==> src/rtl/muldiv_hilo.sv <==
// muldiv_hilo: iterative multiply/divide unit owning the HI/LO registers.
// Multiplies use one shift-add step per cycle, divides one restoring
// subtract-shift step per cycle, both on operand magnitudes. Signs are
// reapplied in a single FIX cycle before HI/LO are written.
module muldiv_hilo #(
  parameter int WIDTH = 32
) (
  input  logic             Clock,
  input  logic             Reset,
  input  logic             Start,
  input  logic [2:0]       Op,
  input  logic [WIDTH-1:0] OperandA,
  input  logic [WIDTH-1:0] OperandB,
  output logic             Busy,
  output logic             Done,
  output logic [WIDTH-1:0] Hi,
  output logic [WIDTH-1:0] Lo
);

  localparam int            CW   = (WIDTH > 1) ? $clog2(WIDTH) : 1;
  localparam logic [CW-1:0] LAST = CW'(WIDTH - 1);

  typedef enum logic [1:0] {IDLE, RUN, FIX} state_t;

  state_t           state_reg;
  logic [CW-1:0]    count_reg;
  // Mult: {acc_hi, acc_lo} is the shifting product/multiplier pair.
  // Div:  acc_hi is the partial remainder, acc_lo the dividend/quotient.
  logic [WIDTH-1:0] acc_hi_reg;
  logic [WIDTH-1:0] acc_lo_reg;
  logic [WIDTH-1:0] operand_reg;   // multiplicand or divisor magnitude
  logic [WIDTH-1:0] raw_a_reg;     // unmodified dividend for divide-by-zero
  logic             is_div_reg;
  logic             neg_q_reg;     // negate product / quotient
  logic             neg_r_reg;     // negate remainder (dividend was negative)
  logic [WIDTH-1:0] hi_reg;
  logic [WIDTH-1:0] lo_reg;
  logic             busy_reg;
  logic             done_reg;

  logic             is_signed;
  logic             a_neg;
  logic             b_neg;
  logic [WIDTH-1:0] a_mag;
  logic [WIDTH-1:0] b_mag;

  // Operand sign extraction and magnitude conversion at issue time.
  always_comb begin
    is_signed = ~Op[0];
    a_neg     = is_signed & OperandA[WIDTH-1];
    b_neg     = is_signed & OperandB[WIDTH-1];
    a_mag     = a_neg ? -OperandA : OperandA;
    b_mag     = b_neg ? -OperandB : OperandB;
  end

  logic [WIDTH:0]   mul_sum;
  logic [WIDTH:0]   div_shift;
  logic [WIDTH:0]   div_diff;
  logic [WIDTH-1:0] step_hi;
  logic [WIDTH-1:0] step_lo;

  // One iteration: shift-add for multiply, restoring subtract-shift for divide.
  always_comb begin
    mul_sum   = {1'b0, acc_hi_reg} + (acc_lo_reg[0] ? {1'b0, operand_reg} : '0);
    div_shift = {acc_hi_reg, acc_lo_reg[WIDTH-1]};
    div_diff  = div_shift - {1'b0, operand_reg};
    if (is_div_reg) begin
      // A non-negative difference means the divisor fits: keep it, quotient bit 1.
      if (!div_diff[WIDTH]) begin
        step_hi = div_diff[WIDTH-1:0];
        step_lo = {acc_lo_reg[WIDTH-2:0], 1'b1};
      end else begin
        step_hi = div_shift[WIDTH-1:0];
        step_lo = {acc_lo_reg[WIDTH-2:0], 1'b0};
      end
    end else begin
      step_hi = mul_sum[WIDTH:1];
      step_lo = {mul_sum[0], acc_lo_reg[WIDTH-1:1]};
    end
  end

  logic [2*WIDTH-1:0] prod_mag;
  logic [2*WIDTH-1:0] prod_res;
  logic [WIDTH-1:0]   fix_hi;
  logic [WIDTH-1:0]   fix_lo;

  // Final sign correction and divide-by-zero override applied in FIX.
  always_comb begin
    prod_mag = {acc_hi_reg, acc_lo_reg};
    prod_res = neg_q_reg ? -prod_mag : prod_mag;
    if (!is_div_reg) begin
      fix_hi = prod_res[2*WIDTH-1:WIDTH];
      fix_lo = prod_res[WIDTH-1:0];
    end else if (operand_reg == '0) begin
      fix_hi = raw_a_reg;
      fix_lo = '1;
    end else begin
      fix_hi = neg_r_reg ? -acc_hi_reg : acc_hi_reg;
      fix_lo = neg_q_reg ? -acc_lo_reg : acc_lo_reg;
    end
  end

  // Control FSM, iteration datapath and HI/LO architectural state.
  always_ff @(posedge Clock) begin
    if (!Reset) begin
      state_reg   <= IDLE;
      count_reg   <= '0;
      acc_hi_reg  <= '0;
      acc_lo_reg  <= '0;
      operand_reg <= '0;
      raw_a_reg   <= '0;
      is_div_reg  <= 1'b0;
      neg_q_reg   <= 1'b0;
      neg_r_reg   <= 1'b0;
      hi_reg      <= '0;
      lo_reg      <= '0;
      busy_reg    <= 1'b0;
      done_reg    <= 1'b0;
    end else begin
      done_reg <= 1'b0;
      case (state_reg)
        IDLE: begin
          if (Start) begin
            case (Op)
              3'b000, 3'b001, 3'b010, 3'b011: begin
                state_reg   <= RUN;
                busy_reg    <= 1'b1;
                count_reg   <= '0;
                is_div_reg  <= Op[1];
                neg_q_reg   <= a_neg ^ b_neg;
                neg_r_reg   <= a_neg;
                raw_a_reg   <= OperandA;
                acc_hi_reg  <= '0;
                acc_lo_reg  <= Op[1] ? a_mag : b_mag;
                operand_reg <= Op[1] ? b_mag : a_mag;
              end
              3'b100:  hi_reg <= OperandA;
              3'b101:  lo_reg <= OperandA;
              default: ;
            endcase
          end
        end
        RUN: begin
          acc_hi_reg <= step_hi;
          acc_lo_reg <= step_lo;
          count_reg  <= count_reg + 1'b1;
          if (count_reg == LAST) begin
            state_reg <= FIX;
          end
        end
        FIX: begin
          hi_reg    <= fix_hi;
          lo_reg    <= fix_lo;
          busy_reg  <= 1'b0;
          done_reg  <= 1'b1;
          state_reg <= IDLE;
        end
        default: state_reg <= IDLE;
      endcase
    end
  end

  assign Busy = busy_reg;
  assign Done = done_reg;
  assign Hi   = hi_reg;
  assign Lo   = lo_reg;

endmodule

==> config.mk <==
export PLATFORM = sky130hd
export DESIGN_NAME = muldiv_hilo
export DESIGN_NICKNAME = d
export VERILOG_FILES = /design/src/rtl/muldiv_hilo.sv
export SDC_FILE = /design/constraint.sdc
export NUM_CORES = 1
export LEC_CHECK = 0
export CAP_MARGIN = 5
export CORE_MARGIN = 8
export CORE_UTILIZATION = 56
export DETAILED_ROUTE_END_ITERATION = 6
export PLACE_DENSITY = 0.78
export SYNTH_ARGS = -nofsm -noshare
export SYNTH_HDL_FRONTEND = slang
export SYNTH_SLANG_ARGS = --single-unit
==> constraint.sdc <==
create_clock -name Clock -period 3.7 [get_ports Clock]
set_clock_uncertainty 0.1 [all_clocks]
set_input_delay 0.555 -clock Clock [delete_from_list [all_inputs] [get_ports Clock]]
set_output_delay 0.555 -clock Clock [all_outputs]
set_load 0.01 [all_outputs]
; ---- Word level (Yosys, flattened, before mapping)
; Index checks and enable logic that the tools add are counted.
[word_totals]
ff_bits = 204
latch_bits = 0
mem_bits_rw = 0
romBits = 0
inputBits = 70
out_inout_bits = 66
elab_cells = 89
n_memories = 0
[classes]
addsub = 8
n_mul = 0
div = 0
order_cmp = 0
n_eq_ne = 13
n_shift = 0
muxes = 39
n_bitwise = 4
n_reduce_logical = 12
[op_table]
columns = operator, count
row1 = 2-to-1 mux 32 bit, 22
row2 = case mux 32 bit (2 select lines), 4
row3 = negator 32 bit, 4
row4 = 2-to-1 mux 64 bit, 1
row5 = negator 64 bit, 1
row6 = adder 32 x 32 -> 33 bit, 1
row7 = subtractor 33 x 32 -> 33 bit, 1
row8 = logical NOT 32 bit, 1
row9 = AND reduction 3 bit, 6
row10 = 2-to-1 mux 5 bit, 2
row11 = case mux 5 bit (2 select lines), 1
row12 = "== test 3 x 2 -> 1 bit, second input constant", 2
row13 = "== test 3 bit, second input constant", 2
row14 = 2-to-1 mux 2 bit, 3
row15 = "!= test 2 x 1 -> 1 bit, second input constant", 3
row16 = "adder 5 x 1 -> 5 bit, second input constant", 1
row17 = "== test 5 bit, second input constant", 1
row18 = 2-to-1 mux 1 bit, 4
row19 = "!= test 2 bit, second input constant", 2
row20 = case mux 2 bit (2 select lines), 1
row21 = nonzero test 2 bit, 2
row22 = OR reduction 4 bit, 1
row23 = "== test 3 x 1 -> 1 bit, second input constant", 1
row24 = logical NOT 3 bit, 1
row25 = 7 further kinds, 8

; ---- Longest topological paths before layout
[logic_depth]
ltp_word = 7
mapped_depth = 15
depth_no_buf = 14

; ---- Worst setup path before layout
; No wires, ideal clock.
[synth_path]
kind = register to register
start = register acc_lo_reg[0]
end = register acc_hi_reg[29]
setup_time_ns = 0.078
t_arrival_ns = 3.028
slack_ns = 0.494
path_stages_with_launch = 16
path_cell_list = dfxtp_1 -> clkbuf_1 -> inv_1 -> clkbuf_1 -> nor2_1 -> ha_1 -> o211ai_1 -> a21oi_1 -> o21ai_0 -> o31a_1 -> o21ai_0 -> a41o_1 -> or3_1 -> a21oi_1 -> o31ai_1 -> nor3_1
[synth_via]
elab_chain_len = 4
[synth_lines]
columns = item, line_no
row1 = from (decl), 30  ; logic [WIDTH-1:0] acc_lo_reg;
row2 = from (signal assigned), 134  ; acc_lo_reg <= Op[1] ? a_mag : b_mag;
row3 = from (signal assigned), 145  ; acc_lo_reg <= step_lo;
row4 = 2-to-1 mux 32 bit, 64  ; mul_sum = {1'b0, acc_hi_reg} + (acc_lo_reg[0] ? {1'b0, operand_reg} : '0);
row5 = adder 32 x 32 -> 33 bit, 64
row6 = 2-to-1 mux 32 bit, 67  ; if (is_div_reg) begin
row7 = case mux 32 bit (2 select lines), 121  ; case (state_reg)
row8 = to (signal assigned), 144  ; acc_hi_reg <= step_hi;
row9 = to (decl), 29  ; logic [WIDTH-1:0] acc_hi_reg;
; No other way between the ends.
; A chain may end at the register's enable or synchronous reset.

; ---- Final worst setup path
[layout_path]
start = register acc_lo_reg[0]
end = register acc_hi_reg[30]
; Same word-level chain as after synthesis.

==> impl_metrics.csv <==
group,metric,value,unit
worst_hold_path,min_to,"acc_hi_reg[27]",
final_layout,nFillCells,2602,
critical_path,crit_arrival,3.92,ns
yosys,ys_ff_latch,204,
cts,cts_buffers,25,
cts,cts_sinks,204,
placed_design,dp_slack,-0.1385,ns
die,num_io_pins,136,
cts,clk_latency,0.56,ns
yosys,synth_edf_count,0,
job,cap_violations,0,
cts,cts-root-buf,"clkbuf_16",
global_routing,antenna_found_initial,1,
die,initial_core_util,0.5686,
final_layout,mostFrequentLayoutCells,"292 x nand2_1, 201 x dfxtp_1, 197 x a21oi_1",
critical_path,cp_cell_sequence,"inv_1 > nor2_1 > ha_1 > a21o_1 > a21oi_1 > a21oi_1 > o31ai_2 > a21oi_1 > a21o_1 > a21oi_1 > o21a_1 > mux2i_1 > a32o_1",
die,die_w,189.5,um
critical_path,crit_path_end_kind,"flip-flop",
yosys,synth_cell_types,89,
yosys,async_flop_share,0,
yosys,ys_seq_area_frac,0.2423,
die,die-area,35900,sq um
timing,final.period_utilization,0.9658,
global_routing,grt_first_pass_wirelength,102300,um
critical_path,required,4.05,ns
cts,path_clk_slew,0.06,ns
drt,first_pass_iters,7,
yosys,syn-num-nets,2440,
cts,holdBufCountCts,0,
timing,fmax,279.9,MHz
placed_design,hpwl,49800,um
yosys,ys_warn_count,0,
critical_path,ff2ff_setup_slack,0.13,ns
critical_path,r2r_cells,13,
pwr,power_density,346.6,nW/um^2
critical_path,path_max_fanout,8,
critical_path,max_stage_delay,0.37,ns
pwr,power.leakage,7.814,nW
placed_design,port_buffers,135,
cts,cts_tree,"built",
die,coreArea,29640,sq um
timing,slew_viol_final,0,
yosys,synth_top_flop_cell,"dfxtp_1",
cts,cts_buffer_depth,3,
timing,holdWs,0.2393,ns
critical_path,r2r-start,"acc_lo_reg[0]",
run_status,status,"finished clean",
critical_path,startpoint_type,"flip-flop",
final_layout,fin_nets,2546,
global_routing,grt_overflow_total,0,
drt,wire_per_inst,23.84,um
worst_hold_path,hold_class,"input pin to flip-flop",
global_routing,grt_pass1_vias,17480,
critical_path,critPathMostFrequentCell,"a21oi_1",
critical_path,crit_family,"compound AO/OA/AOI/OAI gates",
timing,setup_violations,0,
drt,ant_nets,0,
yosys,syn_area_per_cell,7.334,sq um
final_layout,antenna_cells,0,
critical_path,cp.buffers_inverters,1,
yosys,syn_inst,2298,
pwr,ir_drop,0.3909,mV
final_layout,area_delta_synth_final,18.32,%
drt,drt_wl_total,67070,um
drt,drc,0,
final_layout,drive_gt1_frac,0.09823,
final_layout,layout_commonest_cell,"nand2_1",
global_routing,grt_use_total,0.3596,
drt,viasPerCell,6.574,
critical_path,slowest_stage,"o31ai_2",
drt,vias,18490,
cts,h-tree-depth,1,
die,rows,63,
pwr,total_power,0.006911,W
timing,hold_violations,0,
timing,slew_headroom,0.1945,
die,dieHeight,189.5,um
worst_hold_path,hold_path_depth,2,
critical_path,reg2reg_to,"acc_hi_reg[30]",
global_routing,grt_max_degree,181,
timing,fin_crit,3.573,ns
yosys,synth_area,16850,sq um
placed_design,place.gp.congestion,1.017,
timing,tightestPinTransition,1.208,ns
critical_path,path_class,"flip-flop to flip-flop",
worst_hold_path,min_from,"Reset",
final_layout,fin_util,0.6727,
timing,setup_ws,0.1267,ns
critical_path,startpoint,"acc_lo_reg[0]",
drt,drtIter0Drc,2148,
Yosys cell counts, types with 62 or more instances:
cell type / n / area [sq um]
ha_1: 70 / 875.8
nand2_1: 292 / 1096
nor2_1: 182 / 683.2
a21oi_1: 198 / 991.0
mux2i_1: 64 / 640.6
dfxtp_1: 204 / 4084
a21boi_0: 80 / 600.6
inv_1: 62 / 232.7
xnor2_1: 132 / 1156
clkbuf_1: 169 / 634.4
o21ai_0: 197 / 986.0
xor2_1: 70 / 613.1
power by group:
| part | switching, W | total (W) | internal [W] |
|---|---|---|---|
| clock | 0.00113 | 0.00273 | 0.00160 |
| combinational | 0.00108 | 0.00178 | 0.000705 |
| sequential | 0.000104 | 0.00240 | 0.00229 |
through the flow:
step                       TNS [ns]  instances  cell area [sq um]
after floorplan                   0       2298              16850
after CTS                         0       2813              19910
after global placement     -0.06323       2767              19010
after global routing      -0.006557       2813              19940
final                             0       2813              19940
after detailed placement    -0.1385       2767              19010
cell type report:
cell class / count / area, sq um / area share
multi-input cells: 1845 / 11850 / 0.5944
flip-flops and latches: 204 / 4090 / 0.2051
repair buffers: 264 / 2366 / 0.1187
clock buffers: 28 / 666.9 / 0.03345
well taps: 390 / 488.0 / 0.02447
inverters: 64 / 240.2 / 0.01205
clock inverters: 18 / 235.2 / 0.01180
per-layer routing:
layer / vias up / GRT usage / wire length [um]
li1: 8421 / - / -
met4: 2 / 0.1939 / 4278
met1: 8765 / 0.4525 / 26390
met5: - / 0 / 13
met3: 244 / 0.07230 / 6625
met2: 1061 / 0.5710 / 29760
what timing repair did:
| action | 4_1_cts | 5_1_grt |
|---|---|---|
| buffers inserted | 0 | 0 |
| setup endpoints to repair | 0 | 17 |
| gates resized for setup | 0 | 9 |
worst reg2reg max path, cell delays in order (launching register included):
cell and delay [ns]:
dfxtp_2 0.35, inv_1 0.24, nor2_1 0.08, ha_1 0.35, a21o_1 0.19, a21oi_1 0.22, a21oi_1 0.17, o31ai_2 0.37
a21oi_1 0.20, a21o_1 0.26, a21oi_1 0.33, o21a_1 0.27, mux2i_1 0.10, a32o_1 0.25
cell families (layout without fill, tap and decap cells):
kind of cell             Yosys count  in the layout  synth area share
AO/OA/AOI/OAI                    756            756            0.2906
XOR/XNOR                         202            202            0.1050
adder cells (fa/ha/maj)           72             72           0.05435
buffers and inverters            249            374           0.05672
flip-flops                       204            204            0.2423
multiplexers                      75             75           0.04536
AND/OR/NAND/NOR                  740            740            0.2057
worst max-delay path by stage:
stage	end	slack [ns]	cells past startpoint
2_1_floorplan	acc_hi_reg[29]	0.49	15
3_3_place_gp	acc_lo_reg[29]	-0.06	11
3_5_place_dp	acc_lo_reg[29]	-0.14	11
4_1_cts	acc_hi_reg[30]	0.10	13
5_1_grt	acc_hi_reg[29]	-0.007	16
6_report	acc_hi_reg[30]	0.13	13
No activity file was read; power rests on OpenSTA's default activity.
